==> src/rtl/pcie_rst_seq_pkg.sv <==
// rtl/pcie_rst_seq_pkg.sv - shared types and defaults for the PCIe reset/link-bring-up sequencer
//
// Contents: sequencer state enum (encodings visible on the state output),
// default phase lengths, the registered-output bundle and the per-state
// output decode used by the top.

package pcie_rst_seq_pkg;

    typedef enum logic [2:0] {
        ST_ASSERT    = 3'd0,
        ST_POR_REL   = 3'd1,
        ST_WAIT_LINK = 3'd2,
        ST_UP        = 3'd3,
        ST_FAIL      = 3'd4
    } seq_state_t;

    localparam int DEF_ASSERT_CYCLES = 500;
    localparam int DEF_POR_TO_PERST  = 16;
    localparam int DEF_LINK_TIMEOUT  = 65535;
    localparam int DEF_MAX_RETRY     = 3;
    localparam int DEF_CNT_W         = 17;

    typedef struct packed {
        logic       por_n;
        logic       cpm_por_n;
        logic       rp_rst_n;
        logic [1:0] perst_n;
        logic       seq_done;
        logic       link_fail;
    } seq_out_t;

    // Output pattern held while in a given state. FAIL keeps the WAIT_LINK
    // reset levels so the board is not bounced when giving up.
    function automatic seq_out_t outputs_for(seq_state_t s);
        seq_out_t o;
        o = '0;
        case (s)
            ST_POR_REL: begin
                o.por_n     = 1'b1;
                o.cpm_por_n = 1'b1;
                o.rp_rst_n  = 1'b1;
            end
            ST_WAIT_LINK, ST_UP, ST_FAIL: begin
                o.por_n     = 1'b1;
                o.cpm_por_n = 1'b1;
                o.rp_rst_n  = 1'b1;
                o.perst_n   = 2'b11;
            end
            default: o = '0;
        endcase
        o.seq_done  = (s == ST_UP);
        o.link_fail = (s == ST_FAIL);
        return o;
    endfunction

endpackage

==> src/rtl/pcie_rst_sync_2ff.sv <==
// rtl/pcie_rst_sync_2ff.sv - generic two-flop synchronizer, async active-low reset to 0
//
// Ports:
//   clk    in  1  destination clock
//   rst_n  in  1  asynchronous active-low reset
//   d      in  W  asynchronous input
//   q      out W  synchronized output (two clocks of latency)

module pcie_rst_sync_2ff #(
    parameter int W = 1
) (
    input  logic         clk,
    input  logic         rst_n,
    input  logic [W-1:0] d,
    output logic [W-1:0] q
);

    logic [W-1:0] meta;

    always_ff @(posedge clk or negedge rst_n) begin
        if (!rst_n) begin
            meta <= '0;
            q    <= '0;
        end else begin
            meta <= d;
            q    <= meta;
        end
    end

endmodule

==> src/rtl/pcie_rst_seq.sv <==
// rtl/pcie_rst_seq.sv - staged reset and link-bring-up sequencer for the CPM5 EP/RP board
//
// Optional feature: define PCIE_RST_SEQ_RETRY_EN to retry the sequence up to
// MAX_RETRY times on link timeout or link loss; otherwise the first failure
// goes straight to FAIL and retry_cnt stays 0.
//
// Ports:
//   sys_clk       in  1  sequencer clock (100 MHz reference)
//   sys_rst_n     in  1  asynchronous active-low reset
//   soft_rst_req  in  1  one-cycle pulse, restarts the sequence from ASSERT
//   link_up       in  1  asynchronous link-up status from the root port
//   por_n         out 1  PS-VIP POR release, EP and RP
//   cpm_por_n     out 1  LPD CPM5 POR_N, EP and RP
//   rp_rst_n      out 1  root-port sys_rst_n
//   perst_n       out 2  PERST1N/PERST0N, EP and RP
//   seq_done      out 1  high while the link is up after a sequence
//   link_fail     out 1  sticky failure flag, cleared by soft_rst_req
//   state         out 3  current state
//   retry_cnt     out 2  retries taken, saturating

module pcie_rst_seq
    import pcie_rst_seq_pkg::*;
#(
    parameter int ASSERT_CYCLES = DEF_ASSERT_CYCLES,
    parameter int POR_TO_PERST  = DEF_POR_TO_PERST,
    parameter int LINK_TIMEOUT  = DEF_LINK_TIMEOUT,
    parameter int MAX_RETRY     = DEF_MAX_RETRY,
    parameter int CNT_W         = DEF_CNT_W
) (
    input  logic       sys_clk,
    input  logic       sys_rst_n,
    input  logic       soft_rst_req,
    input  logic       link_up,
    output logic       por_n,
    output logic       cpm_por_n,
    output logic       rp_rst_n,
    output logic [1:0] perst_n,
    output logic       seq_done,
    output logic       link_fail,
    output logic [2:0] state,
    output logic [1:0] retry_cnt
);

`ifdef PCIE_RST_SEQ_RETRY_EN
    localparam bit RETRY_EN = 1'b1;
`else
    localparam bit RETRY_EN = 1'b0;
`endif

    // Clamp so the 2-bit counter saturates instead of wrapping.
    localparam int unsigned RETRY_LIM = (MAX_RETRY > 3) ? 3 : MAX_RETRY;

    // A timed state of N cycles leaves on the edge where the counter is N-1.
    localparam logic [CNT_W-1:0] ASSERT_LAST = CNT_W'(ASSERT_CYCLES - 1);
    localparam logic [CNT_W-1:0] PERST_LAST  = CNT_W'(POR_TO_PERST - 1);
    localparam logic [CNT_W-1:0] LINK_LAST   = CNT_W'(LINK_TIMEOUT - 1);

    logic             link_up_s;
    seq_state_t       cur;
    seq_state_t       nxt;
    logic [CNT_W-1:0] cnt;
    logic [1:0]       retry_q;
    seq_out_t         out_q;
    logic             retry_ok;
    logic             take_retry;

    pcie_rst_sync_2ff #(
        .W(1)
    ) u_link_sync (
        .clk   (sys_clk),
        .rst_n (sys_rst_n),
        .d     (link_up),
        .q     (link_up_s)
    );

    assign retry_ok = RETRY_EN && ({30'd0, retry_q} < RETRY_LIM);

    always_comb begin
        nxt        = cur;
        take_retry = 1'b0;
        if (soft_rst_req) begin
            nxt = ST_ASSERT;
        end else begin
            case (cur)
                ST_ASSERT: begin
                    if (cnt == ASSERT_LAST) nxt = ST_POR_REL;
                end
                ST_POR_REL: begin
                    if (cnt == PERST_LAST) nxt = ST_WAIT_LINK;
                end
                ST_WAIT_LINK: begin
                    // Link-up beats a timeout landing on the same cycle.
                    if (link_up_s) begin
                        nxt = ST_UP;
                    end else if (cnt == LINK_LAST) begin
                        nxt        = retry_ok ? ST_ASSERT : ST_FAIL;
                        take_retry = retry_ok;
                    end
                end
                ST_UP: begin
                    if (!link_up_s) begin
                        nxt        = retry_ok ? ST_ASSERT : ST_FAIL;
                        take_retry = retry_ok;
                    end
                end
                ST_FAIL:  nxt = ST_FAIL;
                default:  nxt = ST_ASSERT;
            endcase
        end
    end

    // Outputs are registered from the next state so they change on the same
    // edge as the state itself.
    always_ff @(posedge sys_clk or negedge sys_rst_n) begin
        if (!sys_rst_n) begin
            cur     <= ST_ASSERT;
            cnt     <= '0;
            retry_q <= '0;
            out_q   <= '0;
        end else begin
            cur   <= nxt;
            out_q <= outputs_for(nxt);

            if (soft_rst_req || (nxt != cur)) begin
                cnt <= '0;
            end else if ((cur == ST_ASSERT) || (cur == ST_POR_REL) || (cur == ST_WAIT_LINK)) begin
                cnt <= cnt + CNT_W'(1);
            end

            if (soft_rst_req) begin
                retry_q <= '0;
            end else if (take_retry) begin
                retry_q <= retry_q + 2'd1;
            end
        end
    end

    assign por_n     = out_q.por_n;
    assign cpm_por_n = out_q.cpm_por_n;
    assign rp_rst_n  = out_q.rp_rst_n;
    assign perst_n   = out_q.perst_n;
    assign seq_done  = out_q.seq_done;
    assign link_fail = out_q.link_fail;
    assign state     = cur;
    assign retry_cnt = retry_q;

endmodule

==> config.mk <==
export PLATFORM = sky130hd
export DESIGN_NAME = pcie_rst_seq
export DESIGN_NICKNAME = d
export VERILOG_FILES = /design/src/rtl/pcie_rst_seq_pkg.sv /design/src/rtl/pcie_rst_sync_2ff.sv /design/src/rtl/pcie_rst_seq.sv
export SDC_FILE = /design/constraint.sdc
export NUM_CORES = 1
export LEC_CHECK = 0
export BUFFER_PORTS_ARGS = -buffer_cell sky130_fd_sc_hd__buf_2
export CAP_MARGIN = 25
export CORE_ASPECT_RATIO = 0.6
export CORE_MARGIN = 2
export CORE_UTILIZATION = 51
export CTS_CLUSTER_SIZE = 10
export DETAILED_ROUTE_END_ITERATION = 8
export PLACE_DENSITY = 0.74
export SETUP_SLACK_MARGIN = 0.1
export SKIP_LAST_GASP = 1
export SLEW_MARGIN = 20
export SYNTH_ARGS = -nofsm -noshare
export SYNTH_HDL_FRONTEND = slang
export SYNTH_SLANG_ARGS = --single-unit
==> constraint.sdc <==
create_clock -name sys_clk -period 1.8 [get_ports sys_clk]
set_input_delay 0.18 -clock sys_clk [delete_from_list [all_inputs] [get_ports sys_clk]]
set_output_delay 0.18 -clock sys_clk [all_outputs]
set_load 0.01 [all_outputs]
==> summary.json, run 1 <==
{
  "cts": {
    "clock_tree.htree_level_count": 1,
    "clk_pin_slew_ps": 80,
    "numCtsBuffers": 3,
    "cts_tree": "done",
    "latest_clock_arrival_within_the_worst_skew_pair_ps": 260,
    "clock_sink_count": 26,
    "cts-root-buf": "clkbuf_8",
    "clockBufferDepth": 2
  },
  "critical_path": {
    "r2r_slack_ps": -190,
    "critical_path.startpoint_type": "flop",
    "slowest_delay_ps": 550,
    "crit_path_end_kind": "flop",
    "r2r_start": "cnt[11]",
    "criticalPathCategory": "reg2reg",
    "endpoint_of_the_worst_register_to_register_path": "cnt[15]",
    "worst_r2r_path_depth": 6,
    "critical_path_arrival_ps": 2140,
    "crit_path_end": "cnt[15]",
    "path_buf_inv": 1,
    "crit_fanout": 17,
    "critical-path-slowest-cell": "or4_4",
    "startpoint": "cnt[11]",
    "path_delay_family": "simple AND/OR/NAND/NOR gates",
    "critical_path.cell_chain": "or4_4 -> nor4_4 -> a31oi_2 -> o211ai_4 -> buf_12 -> nor2_1",
    "critical_path_required_ps": 1950,
    "instance_count_on_the_critical_path": 6
  },
  "run": {
    "max_cap_violations": 0
  },
  "cells_and_area": {
    "final_layout_size_suffix_gt1_share_pct": 31.1,
    "insertedDiodeCount": 0,
    "nets": 172,
    "final_cell_count_no_fill": 196,
    "area_delta_synth_final_pct": 18.2
  },
  "place": {
    "place.detailed.instances": 191,
    "place.detailed.hpwl_um": 2110,
    "pre_cts_slack_ps": -145,
    "port_buffers": 13,
    "gp_congestion": 0.830
  },
  "yosys": {
    "synthTopCellsByArea": "dfrtp_1 (47%), xnor2_1 (8.2%), nor2_1 (6.2%), buf_4 (3.2%), a21oi_1 (2.5%)",
    "ffs_w_async_s_r_synth_pct": 100,
    "synthesis.instances": 141,
    "synth_enable_flop_cells": 0,
    "synth_most_common_cell": "dfrtp_1",
    "postSynthAreaPerCell_um2": 9.83,
    "post-synth-top-area-cell": "dfrtp_1",
    "synthesized_cell_area_um2": 1390,
    "synth_largest_type_area_fraction_pct": 46.9,
    "netlist_top_cells_count": "dfrtp_1 (26), nor2_1 (23), xnor2_1 (13)",
    "synthesis.yosys.warnings": 0,
    "synth.lib_cells_used.distinct": 35,
    "ys.flop_type": "dfrtp_1",
    "synth_seq_cells": 26,
    "synth_sequential_area_ratio_pct": 46.9
  },
  "sta": {
    "setup-tns-final_ps": -3210,
    "timing.fmax_mhz": 502,
    "worst_slack_ps": -191,
    "skew_ps": 1.71,
    "finalHoldViolations": 0,
    "worst_slew_pin_slew_ps": 564,
    "post-route-min-period_ps": 1990,
    "final_min_period_over_clock_period_pct": 111,
    "grt_setup_unrepaired": "yes",
    "max_slew_margin_pct": 62.4,
    "setup_viol_count_final": 19,
    "report.final.slew_viol_count": 0
  },
  "die": {
    "die_area_um2": 3170,
    "die_height_um": 44.4,
    "effective_utilization_at_floorplan_pct": 54.6,
    "floorplan.die.width_um": 71.3,
    "design.portCount": 16,
    "core.rowCount": 14,
    "coreArea_um2": 2540
  },
  "global_routing": {
    "antenna_found_initial": 0,
    "grt_pass1_wl_um": 4690,
    "grt_pass1_vias": 961,
    "global_route.usage.total_pct": 19.8,
    "globalRouteOverflowTotal": 0,
    "grt_start_max_net_pins": 27
  },
  "detailed_routing": {
    "route.detailed.drc": 0,
    "wirelength_um": 2940,
    "route.vias.total": 1097,
    "firstDrtPassIters": 4,
    "antenna_violating_nets_left": 0,
    "vias_per_cell": 5.60,
    "routed_wire_length_per_instance_um": 15.0,
    "drt-initial-drc-count": 85
  },
  "run_status": {
    "failed_checks": "setup timing",
    "outcome": "finished, violations left"
  },
  "power_and_ir_drop": {
    "power_uw": 990,
    "irDropWorstVdd_v": 0.000442,
    "total_leakage_power_uw": 0.000704,
    "power_density_normalized_to_cell_area_nw_per_um2": 604
  },
  "min_path": {
    "worstHoldPathType": "in2reg",
    "min_delay_path_depth": 1
  }
}
[logic make-up after synthesis]
kind of cell / count (synthesis) / share of synthesized area (%)
fa+ha+maj: 2 / 1.80
buf+inv: 14 / 5.96
compound gates: 15 / 8.66
flops: 26 / 46.9
other cells: 1 / 0.270
xor+xnor: 16 / 10.1
simple gates: 67 / 26.3
[what timing repair did]
item / 4_1_cts / 5_1_grt
buffers inserted: 1 / 2
endpoints found under the hold margin: 26 / 0
endpoints found under the setup margin: 21 / 23
cloned: 0 / 0
pin swaps: 3 / 7
gates resized for setup: 3 / 9
hold buffers: 1 / 0
[layer usage]
| layer | global-route usage (%) | vias to the layer above | share of wire [%] |
|---|---|---|---|
| li1 | - | 519 | - |
| met4 | 2.26 | 0 | 0.31 |
| met2 | 30.2 | 27 | 46 |
| met5 | 0 | - | 0 |
| met1 | 29.3 | 549 | 50 |
| met3 | 5.47 | 2 | 4.4 |
[area by class of cell]
class	count	area (um2)
well taps	32	40.0
repair buffers	26	181
multi-input cells	102	699
inverters	7	26.3
flip-flops and latches	26	651
fillers	194	901
clock buffers	3	41.3
[layout by cell type (no fill, tap or decap), types with 3 or more instances in the layout]
master	n
nor3_1	7
nand4_1	4
and4_1	3
a21oi_2	6
nand2_1	7
dfrtp_1	26
xnor2_1	13
buf_4	10
xor2_1	3
nand3_1	4
nor2_1	23
buf_2	13
inv_1	6
clkbuf_8	3
[sequential cells by signal (all words and copies together) (netlist names)]
| register | count |
|---|---|
| perst_n | 1 |
| cpm_por_n | 1 |
| seq_done | 1 |
| cnt | 17 |
| state | 3 |
| u_link_sync.meta | 1 |
| u_link_sync.q | 1 |
| link_fail | 1 |
[power breakdown]
part           switching (uW)  internal, uW
clock                     169           150
sequential               6.22           592
combinational            41.6          31.7
[how the worst min path moves through the flow]
stage,end,startpoint
final,u_link_sync.meta,link_up
after CTS,u_link_sync.meta,link_up
after detailed placement,cnt[7],sys_rst_n
after floorplan,cnt[0],sys_rst_n
after global routing,u_link_sync.meta,link_up
after global placement,cnt[7],sys_rst_n
[per-stage QoR]
step                utilization, %  hold slack, ps  area (um2)
floorplan                        -            -116        1400
global placement              60.6             199        1540
detailed placement            60.6             204        1540
CTS                           63.0            11.4        1600
global route                  64.5            5.44        1640
finish                        64.5            15.3        1640
Power figures use the tool's default switching activity.
==> inputs of run 2 (changes only) <==
--- a/config.mk
+++ b/config.mk
@@ -9,10 +9,10 @@
 export CAP_MARGIN = 25
 export CORE_ASPECT_RATIO = 0.6
 export CORE_MARGIN = 2
-export CORE_UTILIZATION = 51
+export CORE_UTILIZATION = 40
 export CTS_CLUSTER_SIZE = 10
 export DETAILED_ROUTE_END_ITERATION = 8
-export PLACE_DENSITY = 0.74
+export REMOVE_ABC_BUFFERS = 1
 export SETUP_SLACK_MARGIN = 0.1
 export SKIP_LAST_GASP = 1
 export SLEW_MARGIN = 20
==> run 2 against run 1 <==
  * The flow still finishes with violations (setup timing)
  * Combinational power grew 20%
  * Clock skew grew 2.0 ps
  * Non-clock buffer count grew 6
==> summary.json, run 2 (synthesis gave the netlist of run 1 again) <==
{
  "die": {
    "floorplan.die.width_um": 80,
    "design.portCount": 16,
    "core.rowCount": 16,
    "die_area_um2": 3970,
    "coreArea_um2": 3280,
    "effective_utilization_at_floorplan_pct": 42.2,
    "die_height_um": 49.6
  },
  "sta": {
    "finalHoldViolations": 0,
    "final_min_period_over_clock_period_pct": 111,
    "worst_slew_pin_slew_ps": 581,
    "report.final.slew_viol_count": 0,
    "worst_slack_ps": -201,
    "skew_ps": 3.68,
    "post-route-min-period_ps": 2000,
    "max_slew_margin_pct": 61.2,
    "grt_setup_unrepaired": "yes",
    "timing.fmax_mhz": 500,
    "setup_viol_count_final": 19
  },
  "run": {
    "max_cap_violations": 0
  },
  "min_path": {
    "min-delay-start": "link_up",
    "holdPathEnd": "u_link_sync.meta",
    "min_delay_path_depth": 1,
    "worstHoldPathType": "in2reg"
  },
  "detailed_routing": {
    "antenna_violating_nets_left": 0,
    "firstDrtPassIters": 4,
    "vias_per_cell": 5.10,
    "drt-initial-drc-count": 35,
    "route.detailed.drc": 0,
    "wirelength_um": 2990,
    "route.vias.total": 1096,
    "routed_wire_length_per_instance_um": 13.9
  },
  "cells_and_area": {
    "insertedDiodeCount": 0,
    "register_area_um2": 651,
    "largest_reg_flops": 17,
    "final_layout_size_suffix_gt1_share_pct": 33.5,
    "footprint_of_the_multi_input_gates_um2": 716,
    "final_cell_count_no_fill": 215,
    "area_delta_synth_final_pct": 25.7,
    "layout_filler_cell_count": 306,
    "nets": 178,
    "layout_commonest_cell": "dfrtp_1",
    "register_containing_the_most_flip_flops_in_the_final_layout": "cnt",
    "layout.cells.most_common_list": "dfrtp_1 (26), nor2_1 (23), buf_4 (14)"
  },
  "critical_path": {
    "path_delay_family": "simple AND/OR/NAND/NOR gates",
    "critical_path_required_ps": 1960,
    "r2r_start": "cnt[0]",
    "criticalPathCategory": "reg2reg",
    "r2r_slack_ps": -200,
    "crit_path_end_kind": "flop",
    "critical_path.startpoint_type": "flop",
    "crit_fanout": 8,
    "critical-path-slowest-cell": "or3b_4",
    "critical_path_arrival_ps": 2160,
    "critical_path.cell_chain": "ha_2 -> or3b_4 -> nor4_4 -> a31oi_2 -> o211ai_4 -> buf_6 -> buf_16 -> nor2_1",
    "endpoint_of_the_worst_register_to_register_path": "cnt[8]",
    "worst_r2r_path_depth": 8,
    "slowest_delay_ps": 380,
    "path_buf_inv": 2
  },
  "global_routing": {
    "antenna_found_initial": 0,
    "globalRouteOverflowTotal": 0,
    "grt_pass1_vias": 1031,
    "grt_pass1_wl_um": 5070,
    "global_route.usage.total_pct": 16.8,
    "grt_start_max_net_pins": 27
  },
  "cts": {
    "clock_sink_count": 26,
    "numCtsBuffers": 3,
    "clock_tree.htree_level_count": 1,
    "latest_clock_arrival_within_the_worst_skew_pair_ps": 270,
    "clk_pin_slew_ps": 80,
    "cts_tree": "done",
    "cts-root-buf": "clkbuf_8",
    "clockBufferDepth": 2
  },
  "power_and_ir_drop": {
    "power_density_normalized_to_cell_area_nw_per_um2": 577,
    "power_uw": 1010,
    "total_leakage_power_uw": 0.000751,
    "irDropWorstVdd_v": 0.000266
  },
  "place": {
    "port_buffers": 13,
    "gp_congestion": 0.787,
    "place.detailed.hpwl_um": 2060,
    "place.detailed.instances": 206
  },
  "run_status": {
    "failed_checks": "setup timing",
    "outcome": "finished, violations left"
  }
}
==> run 2: power breakdown <==
part,total (uW),internal [uW],leakage (uW),switching [uW]
Combinational,87.6,42.7,0.000373,44.8
Clock,318,150,0.0000216,168
Sequential,600,591,0.000356,8.05
Total,1010,784,0.000751,221
==> run 2: worst reg2reg max path, delay by kind of cell (launching register included) <==
family                     cells  cell delay (ps)
DFF                            1              360
buffers and inverters          2              250
and+or+nand+nor                3              700
adders and majority gates      1              190
AOI/OAI and AO/OA              2              380
==> run 2: final cells by class <==
cell class / count / share of cell area, %
tap: 45 / 3.23
clock buffer: 3 / 2.37
sequential: 26 / 37.3
timing repair buffer: 32 / 14.4
inverter: 7 / 1.65
multi-input combinational: 102 / 41.1
==> run 2: per-stage QoR <==
stage	hold WS (ps)	worst slack, ps	utilization, %	TNS (ps)	instance area (um2)
after CTS	11.4	-181	51.6	-3050	1690
after global placement	210	-134	47.7	-2380	1570
after floorplan	-116	-159	-	-2710	1330
after detailed placement	217	-196	47.7	-3490	1570
final	14.2	-201	53.1	-3290	1740
after global routing	8.95	-280	53.1	-4820	1740
==> run 2: worst max-delay path by stage <==
| stage | startpoint | endpoint | slack, ps | cells past startpoint |
|---|---|---|---|---|
| floorplan | cnt[10] | cnt[0] | -160 | 5 |
| global placement | cnt[1] | cnt[8] | -130 | 7 |
| detailed placement | cnt[0] | cnt[16] | -200 | 7 |
| CTS | cnt[0] | cnt[12] | -180 | 8 |
| global route | cnt[0] | cnt[4] | -280 | 8 |
| finish | cnt[0] | cnt[8] | -200 | 8 |
==> run 2: routing by layer <==
layer / part of all wire [%] / track usage, % / up-vias
met5: 0 / 0 / -
met4: 1.1 / 4.24 / 0
met3: 4.2 / 3.85 / 4
met2: 45 / 26.3 / 28
met1: 49 / 23.8 / 526
li1: - / - / 538
==> run 2: repair_timing <==
item                       4_1_cts  5_1_grt
hold buffers                     1        0
setup endpoints to repair       21       23
hold endpoints to repair        26        0
cloned                           1        0
pin swaps                        8        5
buffers inserted                 4        2
resized for setup                9       10
